`src/rtl/fmps_test_pkg.sv`:
```
// Shared constants, status codes and receive-state encoding for the FMPS test-link checker.
package fmps_test_pkg;

    localparam logic [15:0] HDR_MAGIC        = 16'hB6CF;
    localparam logic [15:0] DATA_MARKER      = 16'hCACA;
    localparam int          FMPS_INDEX_WIDTH = 5;

    localparam logic [1:0] ST_OK        = 2'd0;
    localparam logic [1:0] ST_HDR_ERR   = 2'd1;
    localparam logic [1:0] ST_DATA_ERR  = 2'd2;
    localparam logic [1:0] ST_FRAME_ERR = 2'd3;

    typedef enum logic [1:0] {
        RX_IDLE   = 2'd0,
        RX_HEADER = 2'd1,
        RX_DATA   = 2'd2,
        RX_RESYNC = 2'd3
    } rx_state_e;

endpackage

```
`src/rtl/fmps_sat_counter.sv`:
```
// Saturating up-counter with synchronous clear and asynchronous active-low reset.
module fmps_sat_counter #(
    parameter int WIDTH = 16
) (
    input  logic             clk_i,
    input  logic             rst_ni,
    input  logic             clr_i,
    input  logic             inc_i,
    output logic [WIDTH-1:0] cnt_o
);

    logic [WIDTH-1:0] cnt_q;
    logic [WIDTH-1:0] cnt_d;

    always_comb begin
        cnt_d = cnt_q;
        if (clr_i) begin
            cnt_d = '0;
        end else if (inc_i && (cnt_q != {WIDTH{1'b1}})) begin
            cnt_d = cnt_q + 1'b1;
        end
    end

    always_ff @(posedge clk_i or negedge rst_ni) begin
        if (!rst_ni) begin
            cnt_q <= '0;
        end else begin
            cnt_q <= cnt_d;
        end
    end

    assign cnt_o = cnt_q;

endmodule

```
`src/rtl/read_fmps_test_link.sv`:
```
// Checks FMPS test packets (header + data beat) arriving over an Aurora AXI-stream and reports status.
// Optional macro READ_FMPS_TEST_LINK_LATENCY_EN adds the firstHeaderLatency output.
module read_fmps_test_link
    import fmps_test_pkg::*;
#(
    parameter int MAX_FMPSS = 32,
    parameter int CNT_WIDTH = 16
) (
    input  logic                        auroraUserClk,
    input  logic                        auroraUserRst_n,
    input  logic                        auroraFAstrobe,
    input  logic                        auroraChannelUp,
    input  logic [FMPS_INDEX_WIDTH-1:0] baseIndex,
    input  logic [31:0]                 FMPS_TEST_AXI_STREAM_RX_tdata,
    input  logic                        FMPS_TEST_AXI_STREAM_RX_tvalid,
    input  logic                        FMPS_TEST_AXI_STREAM_RX_tlast,
    output logic                        FMPS_TEST_AXI_STREAM_RX_tready,
    output logic                        TESTstatusStrobe,
    output logic [1:0]                  TESTstatusCode,
    output logic [CNT_WIDTH-1:0]        packetCount,
    output logic [CNT_WIDTH-1:0]        errorCount,
`ifdef READ_FMPS_TEST_LINK_LATENCY_EN
    output logic [15:0]                 firstHeaderLatency,
`endif
    output logic [2:0]                  dbgRxState
);

    localparam int IDX_W = FMPS_INDEX_WIDTH;

    rx_state_e        state_q, state_d;
    logic [7:0]       cyc_q, cyc_d;
    logic [IDX_W-1:0] pkt_idx_q, pkt_idx_d;
    logic             strobe_q, strobe_d;
    logic [1:0]       code_q, code_d;

    logic             beat;
    logic [IDX_W-1:0] exp_idx;
    logic             hdr_good;
    logic             data_good;
    logic [31:0]      td;
    logic             tl;

    assign td = FMPS_TEST_AXI_STREAM_RX_tdata;
    assign tl = FMPS_TEST_AXI_STREAM_RX_tlast;

    // Reset must drop tready immediately, so it is folded in combinationally.
    assign FMPS_TEST_AXI_STREAM_RX_tready = auroraUserRst_n & auroraChannelUp & ~auroraFAstrobe;
    assign beat = FMPS_TEST_AXI_STREAM_RX_tvalid & FMPS_TEST_AXI_STREAM_RX_tready;

    assign exp_idx  = baseIndex + pkt_idx_q;
    assign hdr_good = (td[31:16] == HDR_MAGIC) && td[15] && (td[14:10] == exp_idx)
                      && (td[9:0] == 10'd0) && !tl;
    // tlast is checked separately so framing errors take precedence over field errors.
    assign data_good = (td[31:29] == 3'd0) && (td[28:24] == pkt_idx_q)
                       && (td[23:8] == DATA_MARKER) && (td[7:0] == cyc_q);

    always_comb begin
        state_d   = state_q;
        cyc_d     = cyc_q;
        pkt_idx_d = pkt_idx_q;
        strobe_d  = 1'b0;
        code_d    = ST_OK;
        if (auroraFAstrobe) begin
            cyc_d     = cyc_q + 8'd1;
            pkt_idx_d = '0;
            state_d   = RX_HEADER;
        end else if (!auroraChannelUp) begin
            state_d = RX_IDLE;
        end else if (beat) begin
            unique case (state_q)
                RX_IDLE: ;
                RX_HEADER: begin
                    if (hdr_good) begin
                        state_d = RX_DATA;
                    end else if (tl) begin
                        strobe_d = 1'b1;
                        code_d   = ST_FRAME_ERR;
                    end else begin
                        strobe_d = 1'b1;
                        code_d   = ST_HDR_ERR;
                        state_d  = RX_RESYNC;
                    end
                end
                RX_DATA: begin
                    strobe_d = 1'b1;
                    if (!tl) begin
                        code_d  = ST_FRAME_ERR;
                        state_d = RX_RESYNC;
                    end else begin
                        code_d    = data_good ? ST_OK : ST_DATA_ERR;
                        pkt_idx_d = pkt_idx_q + 1'b1;
                        state_d   = RX_HEADER;
                    end
                end
                RX_RESYNC: begin
                    if (tl) begin
                        pkt_idx_d = pkt_idx_q + 1'b1;
                        state_d   = RX_HEADER;
                    end
                end
                default: state_d = RX_IDLE;
            endcase
        end
    end

    always_ff @(posedge auroraUserClk or negedge auroraUserRst_n) begin
        if (!auroraUserRst_n) begin
            state_q   <= RX_IDLE;
            cyc_q     <= 8'd0;
            pkt_idx_q <= '0;
            strobe_q  <= 1'b0;
            code_q    <= ST_OK;
        end else begin
            state_q   <= state_d;
            cyc_q     <= cyc_d;
            pkt_idx_q <= pkt_idx_d;
            strobe_q  <= strobe_d;
            code_q    <= code_d;
        end
    end

    // Counters advance on the same edge that registers the strobe, so they line up with it.
    fmps_sat_counter #(.WIDTH(CNT_WIDTH)) u_pkt_cnt (
        .clk_i (auroraUserClk),
        .rst_ni(auroraUserRst_n),
        .clr_i (1'b0),
        .inc_i (strobe_d),
        .cnt_o (packetCount)
    );

    fmps_sat_counter #(.WIDTH(CNT_WIDTH)) u_err_cnt (
        .clk_i (auroraUserClk),
        .rst_ni(auroraUserRst_n),
        .clr_i (1'b0),
        .inc_i (strobe_d && (code_d != ST_OK)),
        .cnt_o (errorCount)
    );

`ifdef READ_FMPS_TEST_LINK_LATENCY_EN
    logic lat_active_q, lat_active_d;

    always_comb begin
        lat_active_d = lat_active_q;
        if (auroraFAstrobe) begin
            lat_active_d = 1'b1;
        end else if (beat && (state_q == RX_HEADER) && hdr_good) begin
            lat_active_d = 1'b0;
        end
    end

    always_ff @(posedge auroraUserClk or negedge auroraUserRst_n) begin
        if (!auroraUserRst_n) begin
            lat_active_q <= 1'b0;
        end else begin
            lat_active_q <= lat_active_d;
        end
    end

    fmps_sat_counter #(.WIDTH(16)) u_lat_cnt (
        .clk_i (auroraUserClk),
        .rst_ni(auroraUserRst_n),
        .clr_i (auroraFAstrobe),
        .inc_i (lat_active_q),
        .cnt_o (firstHeaderLatency)
    );
`endif

    assign TESTstatusStrobe = strobe_q;
    assign TESTstatusCode   = code_q;
    assign dbgRxState       = {1'b0, state_q};

    logic unused_ok;
    assign unused_ok = (MAX_FMPSS > 0);

endmodule

```
`config.mk`:
```
export PLATFORM = sky130hd
export DESIGN_NAME = read_fmps_test_link
export DESIGN_NICKNAME = d
export VERILOG_FILES = /design/src/rtl/fmps_test_pkg.sv /design/src/rtl/fmps_sat_counter.sv /design/src/rtl/read_fmps_test_link.sv
export SDC_FILE = /design/constraint.sdc
export NUM_CORES = 1
export LEC_CHECK = 0
export CORE_MARGIN = 3
export CORE_UTILIZATION = 52
export DETAILED_ROUTE_END_ITERATION = 10
export GPL_ROUTABILITY_DRIVEN = 1
export PLACE_DENSITY_LB_ADDON = 0.2
export SKIP_CTS_REPAIR_TIMING = 1
export SLEW_MARGIN = 10
export SYNTH_ARGS = -nofsm -noshare
export SYNTH_HDL_FRONTEND = slang
export SYNTH_SLANG_ARGS = --single-unit
```
`constraint.sdc`:
```
create_clock -name auroraUserClk -period 5.24 [get_ports auroraUserClk]
set_clock_uncertainty 0.1 [all_clocks]
set_input_delay 1.048 -clock auroraUserClk [delete_from_list [all_inputs] [get_ports auroraUserClk]]
set_output_delay 1.048 -clock auroraUserClk [all_outputs]
set_load 0.01 [all_outputs]
```
==> results of run 1 <==
## power groups by stage
stage	combinational (W)	sequential [W]	clock, W
6_report	0.000244	0.000517	0.000278
2_1_floorplan	0.000121	0.000516	0
3_3_place_gp	0.000239	0.000522	0
3_5_place_dp	0.000245	0.000523	0
5_1_grt	0.000273	0.000530	0.000300
4_1_cts	0.000247	0.000516	0.000281
## through the flow
stage | setup WS (ns) | total power [W] | util, % | hold slack (ns)
CTS | 1.43 | 0.00104 | 73.8 | 0.394
detailed placement | 1.11 | 0.000769 | 71.6 | 0.377
global route | 1.30 | 0.00110 | 73.8 | 0.406
finish | 1.43 | 0.00104 | 73.8 | 0.387
floorplan | 1.87 | 0.000637 | - | 0.362
global placement | 1.19 | 0.000762 | 71.6 | 0.374
## critical path: stages
cell and delay, ns:
clkdlybuf4s50_1 0.46, ha_1 0.19, fa_1 0.44, xnor2_1 0.18, nand4_1 0.16, nor4b_4 0.31
a31oi_1 0.20, o21ai_2 0.55, mux2_1 0.37
## cell type report
class | instances | area (sq um) | share of cell area, %
Multi-Input combinational cell | 215 | 1630 | 41.6
Sequential cell | 50 | 1250 | 32.0
Timing Repair Buffer | 81 | 803 | 20.5
Tap cell | 70 | 87.6 | 2.24
Clock buffer | 5 | 68.8 | 1.76
Clock inverter | 3 | 43.8 | 1.12
Inverter | 8 | 30.0 | 0.768
## routing by layer
metal  global-route usage, %  wire [um]  vias up  part of all wire, %
li1                        -          -     1146                    -
met1                    29.1       2880     1175                   44
met2                    35.9       3230       65                   49
met3                    4.77        423        4                  6.4
met4                    5.07         40        0                 0.61
met5                       0          0        -                    0
## placed cells by master (no fill, tap or decap), types with 5 or more instances in the layout
| cell type | synthesis | final |
|---|---|---|
| and3_1 | 8 | 8 |
| clkbuf_8 | 0 | 5 |
| clkdlybuf4s50_1 | 0 | 79 |
| dfrtp_1 | 50 | 50 |
| ha_1 | 11 | 11 |
| inv_1 | 8 | 8 |
| nand2_1 | 17 | 17 |
| nand3_1 | 13 | 13 |
| nand4_1 | 17 | 17 |
| nor2_1 | 25 | 25 |
| nor3_1 | 9 | 9 |
| xnor2_1 | 36 | 36 |
| xor2_1 | 25 | 25 |
## flip-flops by register name, summed over array words and instances, names as in the netlist
| name | count |
|---|---|
| state_q | 2 |
| TESTstatusStrobe | 1 |
| u_pkt_cnt.cnt_o | 16 |
| cyc_q | 8 |
| TESTstatusCode | 2 |
| pkt_idx_q | 5 |
| u_err_cnt.cnt_o | 16 |
## cell families after synthesis
family	count (synthesis)	share of synthesized area, %
buf+inv	14	2.42
xor+xnor	61	18.1
mux	6	2.21
flops	50	42.4
simple gates	117	24.9
fa+ha+maj	12	5.35
compound gates	18	4.45
other cells	1	0.127
## worst paths after layout
path | end | cells after the start
max | u_err_cnt.cnt_o[1] | 9
min in group asynchronous | u_err_cnt.cnt_o[11] | 2
min reg2reg | cyc_q[7] | 1
max reg2reg | u_err_cnt.cnt_o[1] | 8
max in group asynchronous | u_pkt_cnt.cnt_o[5] | 2
min | cyc_q[7] | 1
==> metrics, run 1 <==
Yosys cell types 45; die area 6610 sq um; EDFF count, synth 0; Root Driver clkbuf_8; CTS Sinks 50; R2R Path Start pkt_idx_q[0]; Clock Tree Buf Depth 2; TNS Setup 0 ns; area delta synth->final 32.6%; Critical path origin baseIndex[0]; top post-synthesis cells by area dfrtp_1 (42%), xnor2_1 (11%), xor2_1 (7.4%); top cell type's share of synthesized area 42.4%; worst-margin pin slew 0.624 ns; Tmin final 3.81 ns; Reg2Reg Setup Slack 2.11 ns; final instance area 3910 sq um; via/cell ratio 5.53; syn nets around 330; Die Width 81.3 um; Cells after DPL 424; antenna cells 0; NumNets Final 416; status finished, final reports clean; routed wire length between 6000 and 7000 um; leakage power total 1.73 nW; critical path class primary input to register; Max-cap violations 0; CP Capture Type register; most common cell in the netlist dfrtp_1; WP data arrival between 3 and 4 ns; fmax 263 MHz; worst min path class register to register; largest net degree at the start of global routing 51; Avg WL per Cell about 15 um; Post-Layout Cell Count 432; area of placed instances approximately 3800 sq um; relative slew slack 58.4%; cts bufs inserted 5; Pins Over Slew Limit 0; P_int 0.000724 W; yosys warns 0; sequential fraction of design power 49.8%; syn avg cell area roughly 11 sq um; Site Rows 26; drt pass-1 iters 4; worst endpoint required time 5.34 ns; #FFs+latches synth 50; launching element type of the critical path primary input; CTS tree built; chip height 81.3 um; antenna violations before repair 0; Post-synth top cells dfrtp_1 (50), xnor2_1 (36), nor2_1 (25), xor2_1 (25); Tcrit/Tclk final between 70% and 80%; total gr overflow 0; total global-route track usage 21.7%; switching share of total power 30.4%; # IOs 82; crit path max fanout 15; vias after detailed routing 2390; Initial Util 55.6%; Antenna Nets Post-Route 0; Hold Vio Cnt, Final 0; RePlAce Congestion about 0.83; Synth area leader dfrtp_1; final setup vio count 0; H-tree Lvls 2; Post-DP HPWL slightly above 5000 um; NetSw between 0.0003 and 0.0004 W; share of layout cells above drive strength 1 around 7.2%; combinational power share 23.5%; 1st-iter DRT viols 167; Port Buffers 80; Hold Crit Start cyc_q[7]; post-synthesis instance total 279; ys flop type dfrtp_1; first-pass GRT wire length 11100 um; drc violations 0; clock power share 26.7%; power density cells 266 nW/um^2; Seq/Total Area, Yosys 42.4%; Clock Latency Late Sink 0.31 ns; RSZ-0062 raised after global routing false; Synth Cell Area ~3000 sq um; async set-reset flop share out of synthesis 100%; vias in the first global route 2382; fillers 390; worst vdd ir roughly 210 uV; clock-pin slew on the worst setup and hold paths 0.10 ns; Core ar. 5300 sq um
Power figures use the tool's default switching activity.
==> run 2: changes to the inputs <==
- CORE_UTILIZATION: 52 -> 48
- clock period: 5.24 -> 3.8 ns (I/O delays scaled with it)
==> run 2 against run 1 <==
  * Core utilization down 4.9 points
  * Setup slack got worse by 0.99 ns
  * Die area grew 7.7%
  * Hold slack gained 0.0030 ns
  * Critical path depth rose by 1
  * Sequential share of layout area decreased by 0.14 points
  * Count of clock-buffer cells in the layout grew 2
  * Cell count increased by 1.2%
  * First-iteration DRC count increased by 8.4%
  * Design area increased by 0.45%
  * Sequential cell count is the same
==> metrics, run 2 (synthesis gave the netlist of run 1 again) <==
final setup vio count 0 (unchanged); antenna violations before repair 0 (unchanged); power density cells 357 nW/um^2 (+34%); Avg WL per Cell 15.5 um (+2.1%); Tmin final around 3.4 ns; Port Buffers 80 (unchanged); critical path class primary input to register; cts bufs inserted 5 (unchanged); RePlAce Congestion 0.817 (-1.1%); Max-cap violations 0 (unchanged); Antenna Nets Post-Route 0 (unchanged); final worst setup slack 0.444 ns (-0.990 ns); commonest cells after routing, fill and taps aside clkdlybuf4s50_1 (79), dfrtp_1 (50), xnor2_1 (36); area delta synth->final 33.2%; area of placed instances 3820 sq um (+0.66%); fmax 298 MHz; crit path max fanout 15 (unchanged); CTS tree built; NetSw 0.000436 W (+38%); drt pass-1 iters 4 (unchanged); relative slew slack 58.0% (-0.38 points); Site Rows 27 (+3.8%); Post-DP HPWL 5170 um (+0.56%); NumNets Final 419 (+0.72%); die area 7120 sq um (+7.7%); launching element type of the critical path primary input; status finished, final reports clean; Die Width 84.4 um (+3.8%); Hold WS 0.390 ns (+0.00296 ns); Core ar. 5710 sq um (+7.7%); switching share of total power 31.0% (+0.68 points); Root Driver clkbuf_8; antenna cells 0 (unchanged); clock power share 24.8% (-1.9 points); worst-margin pin slew 0.629 ns (+0.00567 ns); worst vdd ir 292 uV (+39%); Initial Util 51.7% (-4.0 points); worst min path class register to register; combinational power share 23.9% (+0.4 points); routed wire length 6790 um (+3.2%); worst endpoint required time 3.89 ns (-1.45 ns); leakage power total 1.74 nW (+0.52%); total global-route track usage 19.4% (-2.3 points); CTS Sinks 50 (unchanged); chip height 84.4 um (+3.8%); sequential fraction of design power 51.3% (+1.5 points); final instance area 3930 sq um (+0.45%); CP Capture Type register; drc violations 0 (unchanged); TNS Setup 0 ns (unchanged); share of layout cells above drive strength 1 7.95% (+0.76 points); P_int 0.000968 W (+34%); vias after detailed routing 2359 (-1.3%); 1st-iter DRT viols 181 (+8.4%); most common cell after layout, fill and taps aside clkdlybuf4s50_1; first-pass GRT wire length 11400 um (+3.0%); Pins Over Slew Limit 0 (unchanged); RSZ-0062 raised after global routing false; largest net degree at the start of global routing 51 (unchanged); clock-pin slew on the worst setup and hold paths 0.09 ns (about the same); via/cell ratio 5.40 (-2.4%); Clock Tree Buf Depth 2 (unchanged); vias in the first global route 2412 (+1.3%); H-tree Lvls 2 (unchanged); post-layout util 68.8% (-4.9 points); Tcrit/Tclk final about 90%; Clock Latency Late Sink 0.30 ns (about the same); total gr overflow 0 (unchanged); # IOs 82 (unchanged); WP data arrival 3.45 ns (-0.46 ns); Post-Place Worst Slack 0.139 ns (-0.975 ns); Hold Vio Cnt, Final 0 (unchanged)
[run 2: cell type report]
| cell class | instances | area, sq um |
|---|---|---|
| clock inverter | 1 | 8.76 |
| clock buffer | 7 | 96.3 |
| multi-input combinational | 215 | 1630 |
| fill | 479 | 1780 |
| sequential | 50 | 1250 |
| tap | 72 | 90.1 |
| inverter | 8 | 30.0 |
| timing repair buffer | 84 | 826 |
[run 2: critical path, cell delays in order]
cell,delay (ns)
clkdlybuf4s50_1,0.42
ha_1,0.23
fa_1,0.46
xnor2_1,0.17
nand4_1,0.18
nor4b_4,0.30
nand3_1,0.17
o221a_4,0.37
and4bb_1,0.24
xor2_1,0.14
[run 2: through the flow]
stage | instances | total power (W)
final | 437 | 0.00140
after global routing | 437 | 0.00149
after CTS | 437 | 0.00141
after detailed placement | 429 | 0.00107
after global placement | 429 | 0.00105
after floorplan | 279 | 0.000878
[run 2: per-layer routing]
| metal | vias up | share of wire (%) | global-route usage [%] |
|---|---|---|---|
| met3 | 7 | 4.6 | 3.83 |
| met2 | 57 | 47 | 31.9 |
| met1 | 1142 | 48 | 26.4 |
| met4 | 0 | 1.4 | 5.32 |
| li1 | 1153 | - | - |
| met5 | - | 0 | 0 |
[run 2: power groups by stage]
stage	Sequential, W	Combinational [W]	Clock [W]
after CTS	0.000718	0.000340	0.000356
final	0.000720	0.000336	0.000348
after global routing	0.000735	0.000375	0.000381
after global placement	0.000724	0.000329	0
after floorplan	0.000712	0.000166	0
after detailed placement	0.000727	0.000338	0
[run 2: path summary, 6_finish.rpt]
kind                                        to           startpoint  cells after the start  slack, ns
min                        u_err_cnt.cnt_o[10]  u_err_cnt.cnt_o[10]                      1       0.39
max reg2reg                u_pkt_cnt.cnt_o[15]         pkt_idx_q[0]                      9       0.86
max                        u_pkt_cnt.cnt_o[15]         baseIndex[0]                     10       0.44
max in group asynchronous         pkt_idx_q[0]      auroraUserRst_n                      2       2.69
min reg2reg                u_err_cnt.cnt_o[10]  u_err_cnt.cnt_o[10]                      1       0.39
min in group asynchronous             cyc_q[1]      auroraUserRst_n                      2       0.48
